--- config.mk ---
export PLATFORM = sky130hd
export DESIGN_NAME = ps2_cmd_sched_flat
export DESIGN_NICKNAME = d
export VERILOG_FILES = /design/src/rtl/ps2_cmd_sched_if.sv /design/src/rtl/ps2_cmd_sched.sv /design/src/flat_wrapper.sv
export SDC_FILE = /design/constraint.sdc
export NUM_CORES = 1
export LEC_CHECK = 0
export ABC_AREA = 1
export CORE_MARGIN = 4
export CORE_UTILIZATION = 55
export CTS_CLUSTER_DIAMETER = 100
export DETAILED_ROUTE_END_ITERATION = 6
export PLACE_DENSITY = 0.85
export RECOVER_POWER = 100
export SETUP_SLACK_MARGIN = 0.02
export SYNTH_ARGS = -nofsm -noshare
export SYNTH_HDL_FRONTEND = slang
export SYNTH_SLANG_ARGS = --single-unit
--- constraint.sdc ---
create_clock -name clk -period 5.5 [get_ports clk]
set_clock_uncertainty 0.05 [all_clocks]
set_input_delay 0.825 -clock clk [delete_from_list [all_inputs] [get_ports clk]]
set_output_delay 0.825 -clock clk [all_outputs]
set_load 0.05 [all_outputs]
--- src/rtl/ps2_cmd_sched_if.sv ---
// ---------------------------------------------------------------------------
// ps2_cmd_sched_if
// Purpose : command handshake between the PS/2 command scheduler (master)
//           and the Life-game engine (slave).
// Signals :
//   cmd_valid  master->slave  FIFO head holds a command
//   cmd_code   master->slave  4-bit command code at the FIFO head
//   cmd_ready  slave->master  engine takes the head on an edge with valid&ready
// ---------------------------------------------------------------------------
`timescale 1ns/1ps

interface ps2_cmd_sched_if;
  logic       cmd_valid;
  logic [3:0] cmd_code;
  logic       cmd_ready;

  modport master (
    output cmd_valid,
    output cmd_code,
    input  cmd_ready
  );

  modport slave (
    input  cmd_valid,
    input  cmd_code,
    output cmd_ready
  );
endinterface

--- src/rtl/ps2_cmd_sched.sv ---
// ---------------------------------------------------------------------------
// ps2_cmd_sched
// Purpose : turns the PS/2 key level stream into a rate-controlled command
//           stream for the Life-game engine. Detects presses, auto-repeats
//           held navigation/step keys, queues commands in a 2-entry FIFO and
//           keeps the run/pause flag and the speed level locally.
// Ports   :
//   clk          system clock
//   rst          synchronous active-high reset
//   i_ps2_byte   current scan code from the PS/2 receiver
//   i_ps2_state  1 = key in i_ps2_byte is held
//   io_cmd       master side of the command handshake (valid/code/ready)
//   o_run        1 = free-running generations, 0 = paused
//   o_speed      generation-rate level, 0..SPEED_MAX
//   o_drop_cnt   saturating count of press events lost to a full FIFO
// ---------------------------------------------------------------------------
`timescale 1ns/1ps

module ps2_cmd_sched #(
  parameter int REPEAT_DELAY  = 25_000_000,
  parameter int REPEAT_PERIOD = 4_000_000,
  parameter int CNT_W         = 32,
  parameter int SPEED_MAX     = 7,
  parameter int SPEED_RST     = 3
) (
  input  logic              clk,
  input  logic              rst,
  input  logic [7:0]        i_ps2_byte,
  input  logic              i_ps2_state,
  ps2_cmd_sched_if.master   io_cmd,
  output logic              o_run,
  output logic [2:0]        o_speed,
  output logic [7:0]        o_drop_cnt
);

  typedef enum logic [1:0] {
    IDLE     = 2'd0,
    HOLD_DLY = 2'd1,
    HOLD_RPT = 2'd2
  } stateT;

  localparam logic [3:0] LOC_SPACE  = 4'd0;
  localparam logic [3:0] LOC_SPD_DN = 4'd1;
  localparam logic [3:0] LOC_SPD_UP = 4'd2;

  // Decoded key: {known, local, code}. Local keys reuse the code field as a
  // small opcode that never reaches the FIFO.
  function automatic logic [5:0] decodeKey(input logic [7:0] scan);
    logic [5:0] res;
    res = '0;
    case (scan)
      8'h75:   res = {2'b10, 4'd0};
      8'h72:   res = {2'b10, 4'd1};
      8'h6B:   res = {2'b10, 4'd2};
      8'h74:   res = {2'b10, 4'd3};
      8'h1D:   res = {2'b10, 4'd4};
      8'h5A:   res = {2'b10, 4'd5};
      8'h43:   res = {2'b10, 4'd6};
      8'h44:   res = {2'b10, 4'd7};
      8'h21:   res = {2'b10, 4'd8};
      8'h4D:   res = {2'b10, 4'd9};
      8'h2D:   res = {2'b10, 4'd10};
      8'h24:   res = {2'b10, 4'd11};
      8'h23:   res = {2'b10, 4'd12};
      8'h29:   res = {2'b11, LOC_SPACE};
      8'h54:   res = {2'b11, LOC_SPD_DN};
      8'h5B:   res = {2'b11, LOC_SPD_UP};
      default: res = '0;
    endcase
    return res;
  endfunction

  logic             r_sState;
  logic [7:0]       r_sByte;
  logic             r_pState;
  logic [7:0]       r_pByte;
  logic             r_blocked;
  stateT            r_state;
  stateT            w_nextState;
  logic [CNT_W-1:0] r_timer;
  logic [CNT_W-1:0] w_nextTimer;
  logic             w_emit;
  logic             w_emitPress;
  logic             r_evValid;
  logic             r_evPress;
  logic             r_evLocal;
  logic [3:0]       r_evCode;
  logic [5:0]       w_key;
  logic             w_keyValid;
  logic             w_keyLocal;
  logic [3:0]       w_keyCode;
  logic             w_repeatable;
  logic             w_press;
  logic [3:0]       r_mem [2];
  logic             r_wrPtr;
  logic             r_rdPtr;
  logic [1:0]       r_count;
  logic             w_pop;
  logic             w_pushReq;
  logic             w_pushOk;
  logic             w_push;
  logic             w_drop;
  logic             r_run;
  logic [2:0]       r_speed;
  logic [7:0]       r_dropCnt;

  // Input stage plus a one-cycle history of it. These registers only follow
  // the keyboard, so they are deliberately left out of reset: that way a key
  // still held through reset stays visible as held and cannot fake a press.
  always_ff @(posedge clk) begin
    r_sState <= i_ps2_state;
    r_sByte  <= i_ps2_byte;
    r_pState <= r_sState;
    r_pByte  <= r_sByte;
  end

  // After reset all presses are ignored until the key line is seen released,
  // so a key held across reset produces nothing until it is pressed again.
  always_ff @(posedge clk) begin
    if (rst) begin
      r_blocked <= 1'b1;
    end else if (!r_sState) begin
      r_blocked <= 1'b0;
    end
  end

  assign w_key        = decodeKey(r_sByte);
  assign w_keyValid   = w_key[5];
  assign w_keyLocal   = w_key[4];
  assign w_keyCode    = w_key[3:0];
  assign w_repeatable = w_keyValid && !w_keyLocal &&
                        ((w_keyCode <= 4'd3) || (w_keyCode == 4'd5));
  assign w_press      = r_sState && !r_blocked &&
                        (!r_pState || (r_sByte != r_pByte));

  // FSM state, hold timer and the registered event it emits. Registering the
  // event adds the cycle between a key being sampled and the FIFO push.
  always_ff @(posedge clk) begin
    if (rst) begin
      r_state   <= IDLE;
      r_timer   <= '0;
      r_evValid <= 1'b0;
      r_evPress <= 1'b0;
      r_evLocal <= 1'b0;
      r_evCode  <= '0;
    end else begin
      r_state   <= w_nextState;
      r_timer   <= w_nextTimer;
      r_evValid <= w_emit;
      r_evPress <= w_emitPress;
      r_evLocal <= w_keyLocal;
      r_evCode  <= w_keyCode;
    end
  end

  // Next-state logic. Release always wins, then a new press restarts the
  // delay; unknown codes still track the hold but never emit. Non-repeatable
  // keys park in HOLD_DLY with the timer frozen.
  always_comb begin
    w_nextState = r_state;
    w_nextTimer = r_timer;
    w_emit      = 1'b0;
    w_emitPress = 1'b0;
    if (!r_sState) begin
      w_nextState = IDLE;
      w_nextTimer = '0;
    end else if (w_press) begin
      w_nextState = HOLD_DLY;
      w_nextTimer = '0;
      w_emit      = w_keyValid;
      w_emitPress = 1'b1;
    end else begin
      case (r_state)
        HOLD_DLY: begin
          if (w_repeatable) begin
            if (r_timer == CNT_W'(REPEAT_DELAY - 1)) begin
              w_nextState = HOLD_RPT;
              w_nextTimer = '0;
              w_emit      = 1'b1;
            end else begin
              w_nextTimer = r_timer + 1'b1;
            end
          end
        end
        HOLD_RPT: begin
          if (r_timer == CNT_W'(REPEAT_PERIOD - 1)) begin
            w_nextTimer = '0;
            w_emit      = 1'b1;
          end else begin
            w_nextTimer = r_timer + 1'b1;
          end
        end
        default: begin
          w_nextState = r_state;
        end
      endcase
    end
  end

  // FIFO push policy: presses take any free slot (a slot freed by a pop on
  // the same edge counts), repeats only go into an empty FIFO so they never
  // pile up behind a stalled engine.
  assign w_pop     = (r_count != 2'd0) && io_cmd.cmd_ready;
  assign w_pushReq = r_evValid && !r_evLocal;
  assign w_pushOk  = (r_count != 2'd2) || w_pop;
  assign w_push    = w_pushReq && (r_evPress ? w_pushOk : (r_count == 2'd0));
  assign w_drop    = w_pushReq && r_evPress && !w_pushOk;

  // FIFO storage, drop counter and the locally owned run/speed state. When
  // full with a simultaneous pop, write and read pointers coincide, so the
  // new entry lands in the slot being vacated.
  always_ff @(posedge clk) begin
    if (rst) begin
      r_mem     <= '{default: 4'd0};
      r_wrPtr   <= 1'b0;
      r_rdPtr   <= 1'b0;
      r_count   <= 2'd0;
      r_dropCnt <= 8'd0;
      r_run     <= 1'b0;
      r_speed   <= 3'(SPEED_RST);
    end else begin
      if (w_push) begin
        r_mem[r_wrPtr] <= r_evCode;
        r_wrPtr        <= ~r_wrPtr;
      end
      if (w_pop) begin
        r_rdPtr <= ~r_rdPtr;
      end
      case ({w_push, w_pop})
        2'b10:   r_count <= r_count + 2'd1;
        2'b01:   r_count <= r_count - 2'd1;
        default: r_count <= r_count;
      endcase
      if (w_drop && (r_dropCnt != 8'hFF)) begin
        r_dropCnt <= r_dropCnt + 8'd1;
      end
      if (r_evValid && r_evLocal && r_evPress) begin
        case (r_evCode)
          LOC_SPACE:  r_run <= ~r_run;
          LOC_SPD_UP: if (r_speed != 3'(SPEED_MAX)) r_speed <= r_speed + 3'd1;
          LOC_SPD_DN: if (r_speed != 3'd0) r_speed <= r_speed - 3'd1;
          default:    r_run <= r_run;
        endcase
      end
    end
  end

  assign io_cmd.cmd_valid = (r_count != 2'd0);
  assign io_cmd.cmd_code  = r_mem[r_rdPtr];
  assign o_run            = r_run;
  assign o_speed          = r_speed;
  assign o_drop_cnt       = r_dropCnt;

endmodule
--- src/flat_wrapper.sv ---
// flat-port wrapper written by rule: the top's interface ports become plain ports
module ps2_cmd_sched_flat 
#(
  parameter int REPEAT_DELAY  = 25_000_000,
  parameter int REPEAT_PERIOD = 4_000_000,
  parameter int CNT_W         = 32,
  parameter int SPEED_MAX     = 7,
  parameter int SPEED_RST     = 3
)
  (clk, rst, i_ps2_byte, i_ps2_state, o_run, o_speed, o_drop_cnt, io_cmd_cmd_valid, io_cmd_cmd_code, io_cmd_cmd_ready);
  ps2_cmd_sched_if io_cmd_i ();
  input  logic clk;
  input  logic rst;
  input  logic [7:0] i_ps2_byte;
  input  logic i_ps2_state;
  output logic o_run;
  output logic [2:0] o_speed;
  output logic [7:0] o_drop_cnt;
  output wire logic [$bits(io_cmd_i.cmd_valid)-1:0] io_cmd_cmd_valid;
  output wire logic [$bits(io_cmd_i.cmd_code)-1:0] io_cmd_cmd_code;
  input wire logic [$bits(io_cmd_i.cmd_ready)-1:0] io_cmd_cmd_ready;
  assign io_cmd_cmd_valid = io_cmd_i.cmd_valid;
  assign io_cmd_cmd_code = io_cmd_i.cmd_code;
  assign io_cmd_i.cmd_ready = io_cmd_cmd_ready;
  ps2_cmd_sched #(.REPEAT_DELAY(REPEAT_DELAY), .REPEAT_PERIOD(REPEAT_PERIOD), .CNT_W(CNT_W), .SPEED_MAX(SPEED_MAX), .SPEED_RST(SPEED_RST)) u_core (.clk(clk), .rst(rst), .i_ps2_byte(i_ps2_byte), .i_ps2_state(i_ps2_state), .io_cmd(io_cmd_i), .o_run(o_run), .o_speed(o_speed), .o_drop_cnt(o_drop_cnt));
endmodule
==> Word level (Yosys, flattened, before mapping) <==
Cells that the tools add are included.
{ "word_totals": {"regBits": 84, "mem_bits_ro": 0, "output_inout_bits": 17, "elab_cells": 132, "mem_count": 0, "ramBits": 0, "in_bits": 12, "latchBits": 0} }
{ "classes": {"multipliers": 0, "reduce_logical": 38, "n_div": 0, "eq_ne": 32, "muxes": 26, "n_shift": 0, "n_addsub": 6, "bitwise_logic": 6, "order_cmp": 4} }
{ "ops": {"columns": ["operator", "n"], "rows": [
  ["32-bit two-way mux", 3],
  ["6-bit case mux with 16 select lines", 1],
  ["8-bit by 7-bit equality test with 1-bit output (second input constant)", 10],
  ["32-bit case mux with 2 select lines", 1],
  ["8-bit by 6-bit equality test with 1-bit output (second input constant)", 5],
  ["32-bit by 1-bit adder with 32-bit output (second input constant)", 1],
  ["32-bit by 22-bit equality test with 1-bit output (second input constant)", 1],
  ["32-bit by 25-bit equality test with 1-bit output (second input constant)", 1],
  ["4-bit two-way mux", 4],
  ["2-bit nonzero test", 7],
  ["1-bit logical AND", 13],
  ["1-bit two-way mux", 10],
  ["8-bit by 1-bit adder with 8-bit output (second input constant)", 1],
  ["8-bit bitwise mux", 1],
  ["8-bit by 5-bit equality test with 1-bit output (second input constant)", 1],
  ["8-bit inequality test", 1],
  ["8-bit inequality test (second input constant)", 1],
  ["3-bit two-way mux", 2],
  ["2-bit by 1-bit inequality test with 1-bit output (second input constant)", 3],
  ["3-bit case mux with 2 select lines", 1],
  ["3-bit AND reduction", 2],
  ["1-bit logical NOT", 5],
  ["4-bit demux with 1-bit select", 1],
  ["2-bit by 1-bit equality test with 1-bit output (second input constant)", 2],
  ["other kinds (25)", 34]
]} }

==> Depth between registers and ports, before layout <==
{ "depth": {"word_depth": 8, "ltp_mapped": 14, "ltp_nobuf": 13} }

==> Least setup slack after synthesis <==
OpenSTA, ideal clock, no wires.
{ "synth_timing": {"path_type": "register -> output", "startpoint": "register u_core.r_rdPtr", "endpoint": "output port io_cmd_cmd_code[0]", "stages_incl_launch_ff": 3, "t_required_ps": 4625, "t_arrival_ps": 1567, "n_path_buf": 1, "path_slack_ps": 3058, "cell_sequence": "dfxtp_1 > clkbuf_1 > o21ai_0"} }
{ "synth_between": {"elab_chain_len": 4} }
{ "synth_lines": {"columns": ["item", "line", "rtl"], "rows": [
  ["start, declared", "ps2_cmd_sched.sv:96", "logic r_rdPtr;"],
  ["start signal, assigned", "ps2_cmd_sched.sv:227", "r_rdPtr <= ~r_rdPtr;"],
  ["1-bit NOT with 2-bit output (implied by the code)", "ps2_cmd_sched.sv:249", "assign io_cmd.cmd_code = r_mem[r_rdPtr];"],
  ["4-bit two-way mux (implied by the code) (3 in series)", "ps2_cmd_sched.sv:249", null],
  ["end, declared", "flat_wrapper.sv:20", "output wire logic [$bits(io_cmd_i.cmd_code)-1:0] io_cmd_cmd_code;"]
]} }
No other way between the ends. The select of a mux whose other input is x is not followed.

==> Final worst setup path <==
{ "layout_timing": {"startpoint": "register u_core.r_rdPtr", "endpoint": "output port io_cmd_cmd_code[1]"} }
The elaborated chain is that of the path after synthesis.

==> impl_summary.txt <==
----------------------------------------------------
[CTS]
  Count of hold buffers inserted by post-cts repair ... 0
  Worst-Skew Late Latency ... 0.36 ns
  Clock-pin transition on the worst setup and hold timing paths ... 0.10 ns
  Buffers inserted by post-CTS timing repair ... 0
  Number of CTS-inserted buffers ... 9
  H-tree Lvls ... 3
  Clk sink count ... 84
  Clk Tree Root Cell ... clkbuf_8
  CTS Buffer Depth ... 2
  TritonCTS clock tree ... done
  Count of cells resized by post-cts repair ... 0

[Global route]
  First-pass GRT wire length ... 18800 um
  Met3 Resource Use GR ... 2.82%
  Routing usage on met1 ... 30.3%
  Met2 demand-to-capacity share in global routing ... 34.8%
  GRT overflow ... 0
  Maximum number of pins on one net before global-route repair ... 35
  Overall fraction of global-route tracks in use ... 22.1%
  Gr busiest metal ... met2
  Number of global-route vias before repair ... 4332
  Number of antenna violations at the first check in global routing ... 0

[Worst setup path]
  Required time at the endpoint of the critical path ... 4.62 ns
  Register-to-register path setup slack ... 3.03 ns
  Worst path max stage delay ... 0.89 ns
  Worst-path maximum fanout ... 10
  Reg2reg end ... u_core.r_timer[20]
  Worst r2r src ... u_core.r_sByte[0]
  Slowest CP cell ... dlygate4sd3_1
  Kind of end point of the critical path ... primary output
  Crit Path Class ... flip-flop to primary output
  Critical path launch point type ... flip-flop
  Worst endpoint data arrival time ... 1.90 ns
  Cell-by-cell trace of the critical path ... nand2_1 > o21ai_0 > dlygate4sd3_1
  Cell count of the worst reg-to-reg path ... 8

[Pwr]
  Total Power Consumption ... 1120 uW
  Leakage ... 0.00221 uW
  Net Sw Power ... 272 uW
  Switching share of power ... 24.3%
  Maximum ir drop on the vdd rail ... 0.000159 V
  Ratio of total power to cell area ... 212 nW/um^2
  Fraction of power consumed by combinational cells ... 3.7%
  Portion of total power attributed to sequential cells ... 55.8%
  Proportion of power drawn by the clock network ... 40.5%
  Internal power consumption ... 847 uW

[Floorplan]
  Cell row count ... 33
  Number of primary I/O pins ... 29
  Die height ... 101 um
  DIE AREA ... 10300 sq um
  Die outline width ... 101 um
  Initial Util ... 57.3%
  Std-Cell Core Area ... 8340 sq um

[Final layout]
  Antenna diode count ... 0
  Net total in the final layout ... 775
  Final design area excluding fillers ... 5280 sq um
  Share of final-layout standard cells stronger than drive strength 1 ... 3.67%
  Layout Area Growth over Synthesis ... 10.4%

[STA]
  Share of the clock period used by the worst path after layout ... 50.4%
  Sum Neg Setup Slack ... 0 ns
  Maximum clock rate ... 360 MHz
  RSZ-0062 raised after global routing ... no
  Total of endpoints with negative setup slack in the final report ... 0
  Worst slack on hold paths ... 0.319 ns
  Final hold violation count ... 0
  Slew headroom ... 21.6%
  Total count of max-transition violations in the final report ... 0
  Clock period minus worst slack ... 2.77 ns
  Worst setup margin ... 2.73 ns
  Actual transition at the worst max-transition pin ... 1.17 ns

[Route]
  Routed via count divided by cell count ... 5.49
  Wire length reported by the detailed router ... 11100 um
  Antenna-violating nets left ... 0
  Starting DRT DRC Count ... 393
  WL/cell ... 12.9 um
  First-pass iteration count of the detailed router ... 5
  DRC violations left ... 0
  Vias after detailed routing ... 4758

[Synth]
  Commonest cells in the netlist ... 182 x nand2_1, 90 x inv_1, 84 x dfxtp_1
  Synth area leaders ... dfxtp_1 35%, nand2_1 14%, nand3_1 8.1%
  Synth async-reset ratio ... 0%
  Count of unique library cells instantiated by Yosys ... 30
  Post-synth EDFFs ... 0
  Post-synth top area cell ... dfxtp_1
  Share of the yosys chip area belonging to registers ... 35.2%
  Cell count after synthesis ... 741
  Synthesized area divided by synthesized cell count ... 6.45 sq um
  Top flip-flop cell by instance count after synthesis ... dfxtp_1
  Synthesis warning total ... 0
  Synthesized Nets ... 759
  Count leader, synth ... nand2_1
  Post-synthesis instance area ... 4780 sq um
  Fraction of post-synthesis cell area in the top cell type by area ... 35.2%
  Post-synthesis register bit count ... 84

[Placed design]
  Gp weighted congestion ... 1.02
  Dpl hpwl ... 8210 um
  Post-Place Setup Slack ... 2.50 ns
  Area of placed instances ... 5080 sq um
  Buffers added on ports ... 28

[Status]
  Status ... finished clean

[Min path]
  Worst hold endpoint ... u_core.r_pByte[7]
  Worst Hold Depth ... 0
  Class of the most critical hold timing path ... flip-flop to flip-flop
  Hold path start ... u_core.r_sByte[7]

[Job]
  Max Cap Violations ... 0

----------------------------------------------------
## per-layer routing
metal,vias up,share of wire (%)
li1,2416,-
met1,2158,47
met2,159,45
met3,25,5.6
met4,0,2.0
met5,-,0
## cells by family (layout without fill, tap and decap cells)
logic type,count (synthesis),count (layout),share of synthesized area [%]
xor gates and xnor gates,32,32,5.86
and+or+nand+nor,410,410,37.4
buffers and inverters,118,139,9.97
adders and majority gates,6,6,1.73
DFF,84,84,35.2
AOI/OAI and AO/OA,91,91,9.86
## critical path, delay by kind of cell (launching register included)
family	cells	cell delay, ns
compound gates	1	0.08
buf+inv	1	0.89
flops	1	0.49
simple gates	1	0.08
## layout by cell type, fill, tap and decap left out, drive strengths merged
| cell type | Yosys | final |
|---|---|---|
| nor3 | 33 | 33 |
| clkinv | 1 | 3 |
| nor4 | 7 | 7 |
| nor3b | 3 | 3 |
| a31oi | 1 | 1 |
| nand2 | 184 | 184 |
| clkbuf | 19 | 10 |
| ha | 5 | 5 |
| xnor2 | 5 | 5 |
| xor2 | 27 | 27 |
| a21o | 1 | 1 |
| o21a | 2 | 2 |
| buf | 5 | 1 |
| dlygate4sd3 | 0 | 28 |
| dfxtp | 84 | 84 |
| a21oi | 57 | 57 |
| o21ai | 27 | 27 |
| a21boi | 1 | 1 |
| nand3 | 77 | 77 |
| bufinv | 0 | 1 |
| inv | 93 | 94 |
| clkinvlp | 0 | 2 |
| o211ai | 2 | 2 |
| nand4 | 16 | 16 |
| nor2 | 89 | 89 |
| nand2b | 1 | 1 |
| fa | 1 | 1 |
## sequential cells by signal (all words and copies together), names as in the netlist, 3 cells and up
signal,count
u_core.r_timer,32
u_core.o_drop_cnt,8
u_core.r_mem,8
u_core.r_pByte,8
u_core.r_sByte,8
u_core.r_evCode,4
u_core.o_speed,3
## through the flow
step                      utilization (%)  instances
after floorplan                         -        741
after global placement               60.9        851
after detailed placement             60.9        851
after CTS                            63.3        867
after global routing                 63.3        867
final                                63.3        867
## power by group through the flow
stage	registers [uW]	logic (uW)	clock network, uW
floorplan	636	29.2	0
global placement	638	41.5	0
detailed placement	638	42.8	0
CTS	624	43.0	460
global route	625	46.5	482
finish	624	41.4	454
## layout make-up
type / count / area, sq um
timing repair buffer: 29 / 288
sequential: 84 / 1680
multi-input combinational: 539 / 2620
clock inverter: 6 / 73.8
tap: 105 / 131
inverter: 94 / 353
fill: 769 / 3060
clock buffer: 10 / 128
## worst max path at each step
stage | slack, ns | to | startpoint | cells past startpoint
after floorplan | 3.06 | io_cmd_cmd_code[0] | u_core.r_rdPtr | 2
after global placement | 2.52 | u_core.r_evValid | rst | 6
after detailed placement | 2.50 | u_core.r_evValid | rst | 6
after CTS | 2.77 | io_cmd_cmd_code[1] | u_core.r_rdPtr | 3
after global routing | 2.58 | u_core.r_evValid | rst | 6
final | 2.73 | io_cmd_cmd_code[1] | u_core.r_rdPtr | 3
Power figures use the tool's default switching activity.
